File: src/rtl/vend_pkg.sv
// vend_pkg: shared types and constants for the vending credit controller.
//   state_t  : transaction state (IDLE, ACCEPT, VEND, CHANGE)
//   *_C      : coin values in cents
//   credit_t : credit value at the default credit width
package vend_pkg;

   typedef enum logic [1:0] {
      IDLE   = 2'd0,
      ACCEPT = 2'd1,
      VEND   = 2'd2,
      CHANGE = 2'd3
   } state_t;

   localparam int NICKEL_C  = 5;
   localparam int DIME_C    = 10;
   localparam int QUARTER_C = 25;

   localparam int CREDIT_W_DEF = 7;
   typedef logic [CREDIT_W_DEF-1:0] credit_t;

endpackage

File: src/rtl/vend_credit_controller_if.sv
// vend_credit_controller_if: coin-acceptor, dispenser and status signals of
// the vending credit controller.
//   slave  : controller side (coins/cancel/readies in, requests/status out)
//   master : environment side (drives coins/cancel/readies)
interface vend_credit_controller_if #(
   parameter int CREDIT_W = 7
) ();
   logic                nickel;
   logic                dime;
   logic                quarter;
   logic                cancel;
   logic                vend_ready;
   logic                chg_ready;
   logic                vend_req;
   logic                chg_nickel;
   logic                chg_dime;
   logic                chg_quarter;
   logic                coin_reject;
   logic                valid;
   logic [CREDIT_W-1:0] credit;
   logic                busy;

   modport slave (
      input  nickel, dime, quarter, cancel, vend_ready, chg_ready,
      output vend_req, chg_nickel, chg_dime, chg_quarter, coin_reject,
             valid, credit, busy
   );

   modport master (
      output nickel, dime, quarter, cancel, vend_ready, chg_ready,
      input  vend_req, chg_nickel, chg_dime, chg_quarter, coin_reject,
             valid, credit, busy
   );
endinterface

File: src/rtl/vend_change_issuer.sv
// vend_change_issuer: pays out an amount as coins, greedy largest-first.
//   clk, reset_n : clock, asynchronous active-low reset
//   start/amount : load a non-zero amount to pay out
//   chg_ready    : dispenser accepts the current coin at this edge
//   chg_*        : one-hot coin request, stable until chg_ready
//   done         : last coin is being accepted at this edge
//   remaining    : amount still to be paid
module vend_change_issuer
   import vend_pkg::*;
#(
   parameter int CREDIT_W = 7
) (
   input  logic                clk,
   input  logic                reset_n,
   input  logic                start,
   input  logic [CREDIT_W-1:0] amount,
   input  logic                chg_ready,
   output logic                chg_nickel,
   output logic                chg_dime,
   output logic                chg_quarter,
   output logic                done,
   output logic [CREDIT_W-1:0] remaining
);
   localparam logic [CREDIT_W-1:0] NICKEL_V  = CREDIT_W'(NICKEL_C);
   localparam logic [CREDIT_W-1:0] DIME_V    = CREDIT_W'(DIME_C);
   localparam logic [CREDIT_W-1:0] QUARTER_V = CREDIT_W'(QUARTER_C);

   logic                active_reg;
   logic [CREDIT_W-1:0] remaining_reg;
   logic                sel_q, sel_d, sel_n;
   logic [CREDIT_W-1:0] coin_val;

   // Selection is decoded from the remaining amount register, so the request
   // only moves at a handshake edge.
   always_comb begin
      sel_q    = remaining_reg >= QUARTER_V;
      sel_d    = !sel_q && (remaining_reg >= DIME_V);
      sel_n    = !sel_q && !sel_d;
      coin_val = sel_q ? QUARTER_V : (sel_d ? DIME_V : NICKEL_V);
   end

   always_ff @(posedge clk or negedge reset_n) begin
      if (!reset_n) begin
         active_reg    <= 1'b0;
         remaining_reg <= '0;
      end else if (start) begin
         active_reg    <= 1'b1;
         remaining_reg <= amount;
      end else if (active_reg && chg_ready) begin
         remaining_reg <= remaining_reg - coin_val;
         if (remaining_reg == coin_val)
            active_reg <= 1'b0;
      end
   end

   assign chg_quarter = active_reg && sel_q;
   assign chg_dime    = active_reg && sel_d;
   assign chg_nickel  = active_reg && sel_n;
   assign done        = active_reg && chg_ready && (remaining_reg == coin_val);
   assign remaining   = remaining_reg;

endmodule

File: src/rtl/vend_credit_controller.sv
// vend_credit_controller: one vending transaction - accumulates coin credit,
// requests a product once credit reaches PRICE, then returns change.
//   clk, reset_n : clock, asynchronous active-low reset
//   bus (slave)  : coin pulses, cancel, dispenser handshakes, status outputs
module vend_credit_controller
   import vend_pkg::*;
#(
   parameter int PRICE    = 25,
   parameter int CREDIT_W = 7
) (
   input  logic                      clk,
   input  logic                      reset_n,
   vend_credit_controller_if.slave   bus
);
   localparam logic [CREDIT_W-1:0] PRICE_V   = CREDIT_W'(PRICE);
   localparam logic [CREDIT_W-1:0] NICKEL_V  = CREDIT_W'(NICKEL_C);
   localparam logic [CREDIT_W-1:0] DIME_V    = CREDIT_W'(DIME_C);
   localparam logic [CREDIT_W-1:0] QUARTER_V = CREDIT_W'(QUARTER_C);

   state_t              state_reg, state_next;
   logic [CREDIT_W-1:0] credit_reg, credit_next;
   logic                valid_reg, valid_next;
   logic                reject_reg, reject_next;

   logic                start;
   logic [CREDIT_W-1:0] start_amount;
   logic                issue_done;
   logic [CREDIT_W-1:0] remaining;

   logic [1:0]          coin_cnt;
   logic [CREDIT_W-1:0] coin_val;
   logic [CREDIT_W-1:0] sum;
   logic [CREDIT_W-1:0] rem;

   always_ff @(posedge clk or negedge reset_n) begin
      if (!reset_n) begin
         state_reg  <= IDLE;
         credit_reg <= '0;
         valid_reg  <= 1'b0;
         reject_reg <= 1'b0;
      end else begin
         state_reg  <= state_next;
         credit_reg <= credit_next;
         valid_reg  <= valid_next;
         reject_reg <= reject_next;
      end
   end

   always_comb begin
      state_next   = state_reg;
      credit_next  = credit_reg;
      valid_next   = 1'b0;
      reject_next  = 1'b0;
      start        = 1'b0;
      start_amount = '0;
      coin_cnt     = {1'b0, bus.nickel} + {1'b0, bus.dime} + {1'b0, bus.quarter};
      coin_val     = bus.quarter ? QUARTER_V : (bus.dime ? DIME_V : NICKEL_V);
      sum          = credit_reg + coin_val;
      rem          = credit_reg - PRICE_V;

      // A coin is refused when ambiguous (several pulses), when the
      // transaction is committed, or when it collides with cancel.
      if (coin_cnt != 2'd0)
         reject_next = (coin_cnt > 2'd1) || bus.cancel ||
                       (state_reg == VEND) || (state_reg == CHANGE);

      case (state_reg)
         IDLE, ACCEPT: begin
            if (bus.cancel) begin
               // Credit moves into the change issuer as a refund.
               if (state_reg == ACCEPT) begin
                  start        = 1'b1;
                  start_amount = credit_reg;
                  credit_next  = '0;
                  state_next   = CHANGE;
               end
            end else if (coin_cnt == 2'd1) begin
               credit_next = sum;
               state_next  = (sum >= PRICE_V) ? VEND : ACCEPT;
            end
         end
         VEND: begin
            if (bus.vend_ready) begin
               valid_next  = 1'b1;
               credit_next = '0;
               if (rem != '0) begin
                  start        = 1'b1;
                  start_amount = rem;
                  state_next   = CHANGE;
               end else begin
                  state_next = IDLE;
               end
            end
         end
         CHANGE: begin
            if (issue_done)
               state_next = IDLE;
         end
         default: state_next = IDLE;
      endcase
   end

   vend_change_issuer #(
      .CREDIT_W (CREDIT_W)
   ) u_issuer (
      .clk         (clk),
      .reset_n     (reset_n),
      .start       (start),
      .amount      (start_amount),
      .chg_ready   (bus.chg_ready),
      .chg_nickel  (bus.chg_nickel),
      .chg_dime    (bus.chg_dime),
      .chg_quarter (bus.chg_quarter),
      .done        (issue_done),
      .remaining   (remaining)
   );

   // While paying change the issuer owns the outstanding amount; credit_reg
   // is zero then, so the mux just picks whichever register holds the value.
   assign bus.credit      = (state_reg == CHANGE) ? remaining : credit_reg;
   assign bus.vend_req    = (state_reg == VEND);
   assign bus.busy        = (state_reg == VEND) || (state_reg == CHANGE);
   assign bus.valid       = valid_reg;
   assign bus.coin_reject = reject_reg;

endmodule

File: src/flat_wrapper.sv
// flat-port wrapper written by rule: the top's interface ports become plain ports
module vend_credit_controller_flat import vend_pkg::*;
#(
   parameter int PRICE    = 25,
   parameter int CREDIT_W = 7
)
  (clk, reset_n, bus_nickel, bus_dime, bus_quarter, bus_cancel, bus_vend_ready, bus_chg_ready, bus_vend_req, bus_chg_nickel, bus_chg_dime, bus_chg_quarter, bus_coin_reject, bus_valid, bus_credit, bus_busy);
  vend_credit_controller_if #(.CREDIT_W(CREDIT_W)) bus_i ();
  input  logic clk;
  input  logic reset_n;
  input wire logic [$bits(bus_i.nickel)-1:0] bus_nickel;
  input wire logic [$bits(bus_i.dime)-1:0] bus_dime;
  input wire logic [$bits(bus_i.quarter)-1:0] bus_quarter;
  input wire logic [$bits(bus_i.cancel)-1:0] bus_cancel;
  input wire logic [$bits(bus_i.vend_ready)-1:0] bus_vend_ready;
  input wire logic [$bits(bus_i.chg_ready)-1:0] bus_chg_ready;
  output wire logic [$bits(bus_i.vend_req)-1:0] bus_vend_req;
  output wire logic [$bits(bus_i.chg_nickel)-1:0] bus_chg_nickel;
  output wire logic [$bits(bus_i.chg_dime)-1:0] bus_chg_dime;
  output wire logic [$bits(bus_i.chg_quarter)-1:0] bus_chg_quarter;
  output wire logic [$bits(bus_i.coin_reject)-1:0] bus_coin_reject;
  output wire logic [$bits(bus_i.valid)-1:0] bus_valid;
  output wire logic [$bits(bus_i.credit)-1:0] bus_credit;
  output wire logic [$bits(bus_i.busy)-1:0] bus_busy;
  assign bus_i.nickel = bus_nickel;
  assign bus_i.dime = bus_dime;
  assign bus_i.quarter = bus_quarter;
  assign bus_i.cancel = bus_cancel;
  assign bus_i.vend_ready = bus_vend_ready;
  assign bus_i.chg_ready = bus_chg_ready;
  assign bus_vend_req = bus_i.vend_req;
  assign bus_chg_nickel = bus_i.chg_nickel;
  assign bus_chg_dime = bus_i.chg_dime;
  assign bus_chg_quarter = bus_i.chg_quarter;
  assign bus_coin_reject = bus_i.coin_reject;
  assign bus_valid = bus_i.valid;
  assign bus_credit = bus_i.credit;
  assign bus_busy = bus_i.busy;
  vend_credit_controller #(.PRICE(PRICE), .CREDIT_W(CREDIT_W)) u_core (.clk(clk), .reset_n(reset_n), .bus(bus_i));
endmodule
File: config.mk
export PLATFORM = sky130hd
export DESIGN_NAME = vend_credit_controller_flat
export DESIGN_NICKNAME = d
export VERILOG_FILES = /design/src/rtl/vend_pkg.sv /design/src/rtl/vend_credit_controller_if.sv /design/src/rtl/vend_change_issuer.sv /design/src/rtl/vend_credit_controller.sv /design/src/flat_wrapper.sv
export SDC_FILE = /design/constraint.sdc
export NUM_CORES = 1
export LEC_CHECK = 0
export ABC_AREA = 0
export CAP_MARGIN = 15
export CORE_MARGIN = 1
export CORE_UTILIZATION = 45
export CTS_CLUSTER_DIAMETER = 80
export CTS_CLUSTER_SIZE = 20
export DETAILED_ROUTE_END_ITERATION = 8
export MAX_ROUTING_LAYER = met4
export PLACE_DENSITY = 0.7
export SYNTH_ARGS = -nofsm -noshare
export SYNTH_HDL_FRONTEND = slang
export SYNTH_SLANG_ARGS = --single-unit
File: constraint.sdc
create_clock -name clk -period 8.2 [get_ports clk]
set_input_delay 1.64 -clock clk [delete_from_list [all_inputs] [get_ports clk]]
set_output_delay 1.64 -clock clk [all_outputs]
set_load 0.02 [all_outputs]
After elaboration in Yosys (flattened, before gate mapping)
Index checks and enable logic that the tools add are counted.
W data, S select, Z words.
{"block": "op_classes", "addsub": 5, "n_mul": 0, "div_mod_pow": 0, "n_lt_le_gt_ge": 4, "n_eq_ne": 9, "n_shift": 0, "n_mux": 36, "bitwise": 0, "reduce_logical": 23}
{"op": "$mux W7", "n": 12}
{"op": "$pmux W7 S2", "n": 2}
{"op": "$ge A7 B5 Y1 const B", "n": 2}
{"op": "$mux W2", "n": 7}
{"op": "$mux W1", "n": 10}
{"op": "$mux W4", "n": 2}
{"op": "$reduce_and A4 Y1", "n": 2}
{"op": "$reduce_bool A2 Y1", "n": 4}
{"op": "$add A7 B7 Y7", "n": 1}
{"op": "$eq A7 B5 Y1", "n": 1}
{"op": "$ge A7 B4 Y1 const B", "n": 1}
{"op": "$logic_and A1 B1 Y1", "n": 7}
{"op": "$reduce_bool A7 Y1", "n": 1}
{"op": "$sub A7 B5 Y7", "n": 1}
{"op": "$sub A7 B5 Y7 const B", "n": 1}
{"op": "$ne A3 B2 Y1 const B", "n": 2}
{"op": "$pmux W2 S3", "n": 1}
{"op": "$mux W5", "n": 1}
{"op": "$eq A2 B1 Y1 const B", "n": 2}
{"op": "$eq A2 B2 Y1 const B", "n": 2}
{"op": "$logic_or A1 B1 Y1", "n": 4}
{"op": "$add A1 B1 Y2", "n": 1}
{"op": "$add A2 B1 Y2", "n": 1}
{"op": "$gt A2 B1 Y1 const B", "n": 1}
{"op": "other kinds (7)", "n": 8}
{"block": "word_totals", "ff_bits": 19, "latchBits": 0, "ram_bits": 0, "mem_bits_ro": 0, "input_bits": 8, "output_inout_bits": 14, "wordCells": 83, "memories": 0}

Depth between registers and ports, before layout
{"block": "logic_depth", "word_depth": 9, "ltp_mapped": 11, "mapped_depth_nobuf": 11}

Cells and area by module
A second synthesis with hierarchy kept.
{"block": "unflattened", "cells_unflattened": 212, "hier_area_um2": 1860.5}
{"module": "vend_credit_controller", "n_inst": 1, "cells_each": 132, "area_per_inst_um2": 1158.6, "seq_area_each_um2": 275.3}
{"module": "vend_change_issuer", "n_inst": 1, "cells_each": 80, "area_per_inst_um2": 701.9, "seq_area_each_um2": 200.2}

Worst setup path after synthesis
Ideal clock, no wire load.
{"block": "synth_path", "path_kind": "input -> register", "startpoint": "input bus_quarter", "endpoint": "register u_core.state_reg[0]", "setup_ns": 0.111, "arrival_time_ns": 3.576, "required_time_ns": 8.089, "slack_ns": 4.513, "path_stages": 10, "n_path_buf": 0, "cell_sequence": "nand2b_1 -> ha_1 -> inv_1 -> fa_1 -> nor2b_1 -> o21ai_1 -> a21oi_1 -> xor2_1 -> a311o_1 -> a2111oi_2"}
{"block": "synth_between", "elab_chain_len": 7, "word_cells_on_any_way": 11, "cone_classes": "add/sub (2); order compare (1); eq/ne (2); mux (5); reduce/logical (1)"}
{"item": "start, declared", "line_no": "flat_wrapper.sv:13", "source": "input wire logic [$bits(bus_i.quarter)-1:0] bus_quarter;"}
{"item": "$mux W7", "line_no": "vend_credit_controller.sv:57", "source": "coin_val = bus.quarter ? QUARTER_V : (bus.dime ? DIME_V : NICKEL_V);"}
{"item": "$add A7 B7 Y7", "line_no": "vend_credit_controller.sv:58", "source": "sum = credit_reg + coin_val;"}
{"item": "$ge A7 B5 Y1", "line_no": "vend_credit_controller.sv:79", "source": "state_next = (sum >= PRICE_V) ? VEND : ACCEPT;"}
{"item": "$mux W2", "line_no": "vend_credit_controller.sv:79"}
{"item": "$mux W2", "line_no": "vend_credit_controller.sv:77", "source": "end else if (coin_cnt == 2'd1) begin"}
{"item": "$mux W2", "line_no": "vend_credit_controller.sv:69", "source": "if (bus.cancel) begin"}
{"item": "$pmux W2 S3", "line_no": "vend_credit_controller.sv:67", "source": "case (state_reg)"}
{"item": "end signal, assigned", "line_no": "vend_credit_controller.sv:42", "source": "state_reg <= state_next;"}
{"item": "end, declared", "line_no": "vend_credit_controller.sv:20", "source": "state_t state_reg, state_next;"}
Several ways; a longest one is shown, not always the timed one. The select of a mux whose other input is x is not followed.
A chain may end at the register's enable or synchronous reset.

Final worst setup path
Same ends and word-level chain as after synthesis.

==> summary by stage <==
Run status
The flow ran to the end, and the final reports show no timing, DRC or antenna violations.

Synth
The synthesized design contains 0 enable-type register cells. The share of the yosys chip area belonging to registers is 27.34%. Counting every net in the synthesized netlist gives 217. After synthesis, the cell types taking the most area are sky130_fd_sc_hd__dfrtp_1 (27%), sky130_fd_sc_hd__ha_1 (8.6%), sky130_fd_sc_hd__o21ai_0 (4.9%), sky130_fd_sc_hd__mux2_2 (3.9%), sky130_fd_sc_hd__nand2_1 (3.7%). Among all flip-flop cells after synthesis, the most frequent one is sky130_fd_sc_hd__dfrtp_1.

In the synthesized netlist the async set-or-reset flop fraction comes to 100.0%. Yosys printed 0 warnings. The number of cells produced by synthesis is slightly below 200. Synthesis inferred 19 register bits. The post-synthesis instance area is roughly 1700 µm².

The library cell with the largest summed area after synthesis is sky130_fd_sc_hd__dfrtp_1. The area share of the largest cell type after synthesis is 27.34%. The average footprint of a synthesized cell is ~9.0 µm². The post-synthesis cell type count is 53.

Clock network
The maximum buffer depth of the clock tree is 2. The clock network latency to the later pin of the worst-skew pair is 0.26 ns. The root buffer selected by CTS is sky130_fd_sc_hd__clkbuf_8. The total of hold buffers inserted after clock tree synthesis is 0. The H-tree level count is 1.

Once the clock tree was built, the resizer swapped 0 gates to a different size. The number of buffers inserted by post-CTS setup repair is 0. The total clock sinks is 19. Clock-pin slew was measured on the worst setup and hold paths at 0.08 ns. TritonCTS built the clock tree. The total CTS buffers is 3.

Pwr
Internal power comes to 0.0003966 W. The leakage dissipation is a little over 0.8 nW. Per report_power, the sequential group accounts for between 20% and 30% of the total.

The proportion of total power due to net switching is 46.09%. The relative contribution of combinational cells to total power is 65.5%. Power comes to between 0.0007 and 0.0008 W. The clock network fraction of design power is 9.2%. Dividing total power by cell area gives a power density of roughly 360 nW/µm². The worst voltage drop across the vdd grid is 0.1934 mV. The net switching power is approximately 0.00034 W.

Routing
The first detailed-routing pass took 4 iterations. Dividing the detail-routed via count by the number of cells gives between 5 and 6. The routed design has ~4000 µm of wire.

The first routing iteration left 83 violations. After detailed routing, the number of remaining DRC violations is 0. The final routed wire length divided by cell count is approximately 15 µm.

The total number of vias is roughly 1500. The count of nets left with antenna violations once routing finished came out at 0.

Timing
Based on the critical path, the design can be clocked at up to between 200 and 250 MHz. The number of hold-slack violations in the final timing report is 0. In this run the tightest slew margin relative to its limit is around 42%.

For the finished layout, the period the worst path requires is approximately 4.2 ns. The share of the clock period used by the worst path after layout is approximately 51%. Clock skew on the completed layout was measured at ~0.00096 ns. The actual slew at the worst max-slew pin is between 0.8 and 0.9 ns.

Final hold analysis gives a worst-case slack of approximately 0.52 ns. The count of pins over their slew limit is 0. Setup violations remaining at the end of the flow were counted as 0.

Adding up every negative setup slack in the final design gives 0 ns. Setup repair after global routing left no endpoint under its margin.

Placed design
Routability-driven placement finished with a final weighted congestion of ~0.92. In this run the cell area measured after placement is between 1500 and 2000 µm². Once detailed placement completed, the half-perimeter wirelength came to just over 3000 µm.

In this run the tool buffered the top-level ports with 21 buffer cells.

Floorplan
The initial cell density of the core is between 40% and 50%. The core region is 3689 µm². In this run the count of I/O pins placed on the die edge is 22. The die extent in y is 64.17 µm. The initialized floorplan defines 22 standard-cell rows. Measured along the x axis, the die boundary spans 64.17 µm. The die footprint is 4117 µm².

Global route
The number of global-route vias before repair is between 1000 and 1500. The combined global-route utilization of all metal layers is between 20% and 30%. The total overflow left after global routing is 0. The initial antenna violation count is 0. The largest net degree at the start of global routing is 20.

The first-pass GRT wire length is approximately 6600 µm.

Critical path
The endpoint identified for the worst register-to-register timing path is u_core.u_issuer.remaining[6]. The kind of end point of the critical path is a register. The slowest stage of the critical path is the sky130_fd_sc_hd__clkdlybuf4s50_1 cell. The sort of element at the start of the critical path is a primary input. The number of buffer and inverter stages on the critical path is 2. Counting cells, the worst reg-to-reg path comes to 11. The arrival time of data at the critical path endpoint is approximately 4.4 ns.

The critical register-to-register path startpoint is u_core.u_issuer.remaining[1]. The flop-to-flop setup slack is about 5.2 ns. The biggest fanout along the worst timing path is 4. In this design, the stage delay of the slowest critical-path cell is approximately 0.55 ns. The critical path required time is between 8 and 9 ns. The critical path class is in -> reg. Walking the worst path, the cells encountered are clkdlybuf4s50_1 -> nand2b_1 -> ha_1 -> inv_1 -> fa_1 -> nor2b_1 -> o21ai_1 -> a21oi_1 -> xor2_1 -> a311o_1 -> a2111oi_2. The kind of cell with the highest combined delay on the critical path is compound AO/OA/AOI/OAI gates.

Finish
The fraction of layout instances using a drive strength above 1 is 8.920%. The net count of the finished layout is around 240. Cells fill between 50% and 60% of the core in the end. The repair_antennas step left the layout with diodes totalling 0. From synthesis to final layout, the design area changed by 16.26%. The final non-filler cell area is approximately 2000 µm².

Hold path
The classification of the worst-slack hold path is reg -> reg. The worst min-delay path endpoint is u_core.u_issuer.active_reg. The hold path depth is 1. The startpoint of the worst hold path is u_core.u_issuer.active_reg.

Job
The tool flagged a number of max-cap violations equal to 0.
## cell usage after synthesis (3+ instances only)
cell,count
sky130_fd_sc_hd__dfrtp_1,19
sky130_fd_sc_hd__nand2_1,17
sky130_fd_sc_hd__o21ai_0,17
sky130_fd_sc_hd__nor2_1,16
sky130_fd_sc_hd__ha_1,12
sky130_fd_sc_hd__inv_1,12
sky130_fd_sc_hd__a21oi_1,7
sky130_fd_sc_hd__xnor2_1,7
sky130_fd_sc_hd__mux2_2,6
sky130_fd_sc_hd__nor2b_1,5
sky130_fd_sc_hd__a22o_1,4
sky130_fd_sc_hd__clkbuf_1,4
sky130_fd_sc_hd__nand2b_1,4
sky130_fd_sc_hd__o221ai_1,4
sky130_fd_sc_hd__a21o_1,3
sky130_fd_sc_hd__fa_1,3
sky130_fd_sc_hd__nand3_1,3
sky130_fd_sc_hd__o21a_1,3
sky130_fd_sc_hd__o41ai_1,3
sky130_fd_sc_hd__xor2_1,3
## metal layers
layer  GRT usage, %  vias to the layer above  wire length [µm]  part of all wire, %
met5              -                        -                 0                    0
met4          8.889                        0                52                  1.3
met3          2.679                        4               221                  5.6
met2          31.12                       41              1675                   42
met1          31.67                      701              2010                   51
li1               -                      749                 -                    -
## through the flow
stage	setup slack [ns]	instances
2_1_floorplan	4.513	194
3_3_place_gp	3.839	257
3_5_place_dp	3.697	257
4_1_cts	3.982	261
5_1_grt	3.792	261
6_report	3.990	261
## how the worst max path moves through the flow
stage	startpoint	endpoint	slack [ns]	cells past startpoint
floorplan	bus_quarter	u_core.state_reg[0]	4.51	10
global placement	bus_quarter	u_core.state_reg[0]	3.84	11
detailed placement	bus_quarter	u_core.state_reg[0]	3.70	11
CTS	bus_quarter	u_core.state_reg[0]	3.98	11
global route	bus_quarter	u_core.state_reg[0]	3.79	11
finish	bus_quarter	u_core.state_reg[0]	3.99	11
## cell usage in the layout, fill, tap and decap left out, types with 4 or more instances in the layout
| master | n |
|---|---|
| sky130_fd_sc_hd__a21oi_1 | 7 |
| sky130_fd_sc_hd__a22o_1 | 4 |
| sky130_fd_sc_hd__clkdlybuf4s50_1 | 21 |
| sky130_fd_sc_hd__dfrtp_1 | 19 |
| sky130_fd_sc_hd__ha_1 | 12 |
| sky130_fd_sc_hd__inv_1 | 12 |
| sky130_fd_sc_hd__mux2_2 | 6 |
| sky130_fd_sc_hd__nand2_1 | 17 |
| sky130_fd_sc_hd__nand2b_1 | 4 |
| sky130_fd_sc_hd__nor2_1 | 16 |
| sky130_fd_sc_hd__nor2b_1 | 5 |
| sky130_fd_sc_hd__o21ai_0 | 17 |
| sky130_fd_sc_hd__o221ai_1 | 4 |
| sky130_fd_sc_hd__xnor2_1 | 7 |
## layout make-up
cell class / count / area [µm²]
fill: 368 / 1667
multi-input combinational: 157 / 1185
sequential: 19 / 475.5
timing repair buffer: 21 / 210.2
tap: 48 / 60.06
inverter: 12 / 45.04
clock buffer: 3 / 41.29
clock inverter: 1 / 5.005
## worst reg2reg max path, cell delays in order, from the launching register on
cell                       delay [ns]
sky130_fd_sc_hd__dfrtp_1         0.48
sky130_fd_sc_hd__o21a_1          0.22
sky130_fd_sc_hd__o211ai_1        0.42
sky130_fd_sc_hd__ha_1            0.27
sky130_fd_sc_hd__inv_1           0.06
sky130_fd_sc_hd__fa_1            0.41
sky130_fd_sc_hd__a21o_1          0.21
sky130_fd_sc_hd__a21oi_1         0.23
sky130_fd_sc_hd__nor2b_1         0.08
sky130_fd_sc_hd__nor4_1          0.24
sky130_fd_sc_hd__xnor2_1         0.16
sky130_fd_sc_hd__o221ai_1        0.11
## power by group through the flow
| stage | Clock, W | Sequential (W) | Combinational, W |
|---|---|---|---|
| after floorplan | 0 | 0.000166 | 0.000365 |
| after global placement | 0 | 0.000188 | 0.000476 |
| after detailed placement | 0 | 0.000188 | 0.000480 |
| after CTS | 0.0000679 | 0.000186 | 0.000483 |
| after global routing | 0.0000726 | 0.000193 | 0.000537 |
| final | 0.0000678 | 0.000186 | 0.000482 |
## logic make-up after synthesis
| family | Yosys count | share of synthesized area, % |
|---|---|---|
| buffers and inverters | 18 | 4.532 |
| muxes | 7 | 4.460 |
| AOI/OAI and AO/OA | 62 | 26.98 |
| and+or+nand+nor | 62 | 18.63 |
| adders and majority gates | 15 | 12.09 |
| DFF | 19 | 27.34 |
| xor gates and xnor gates | 11 | 5.972 |
Power figures use the tool's default switching activity.
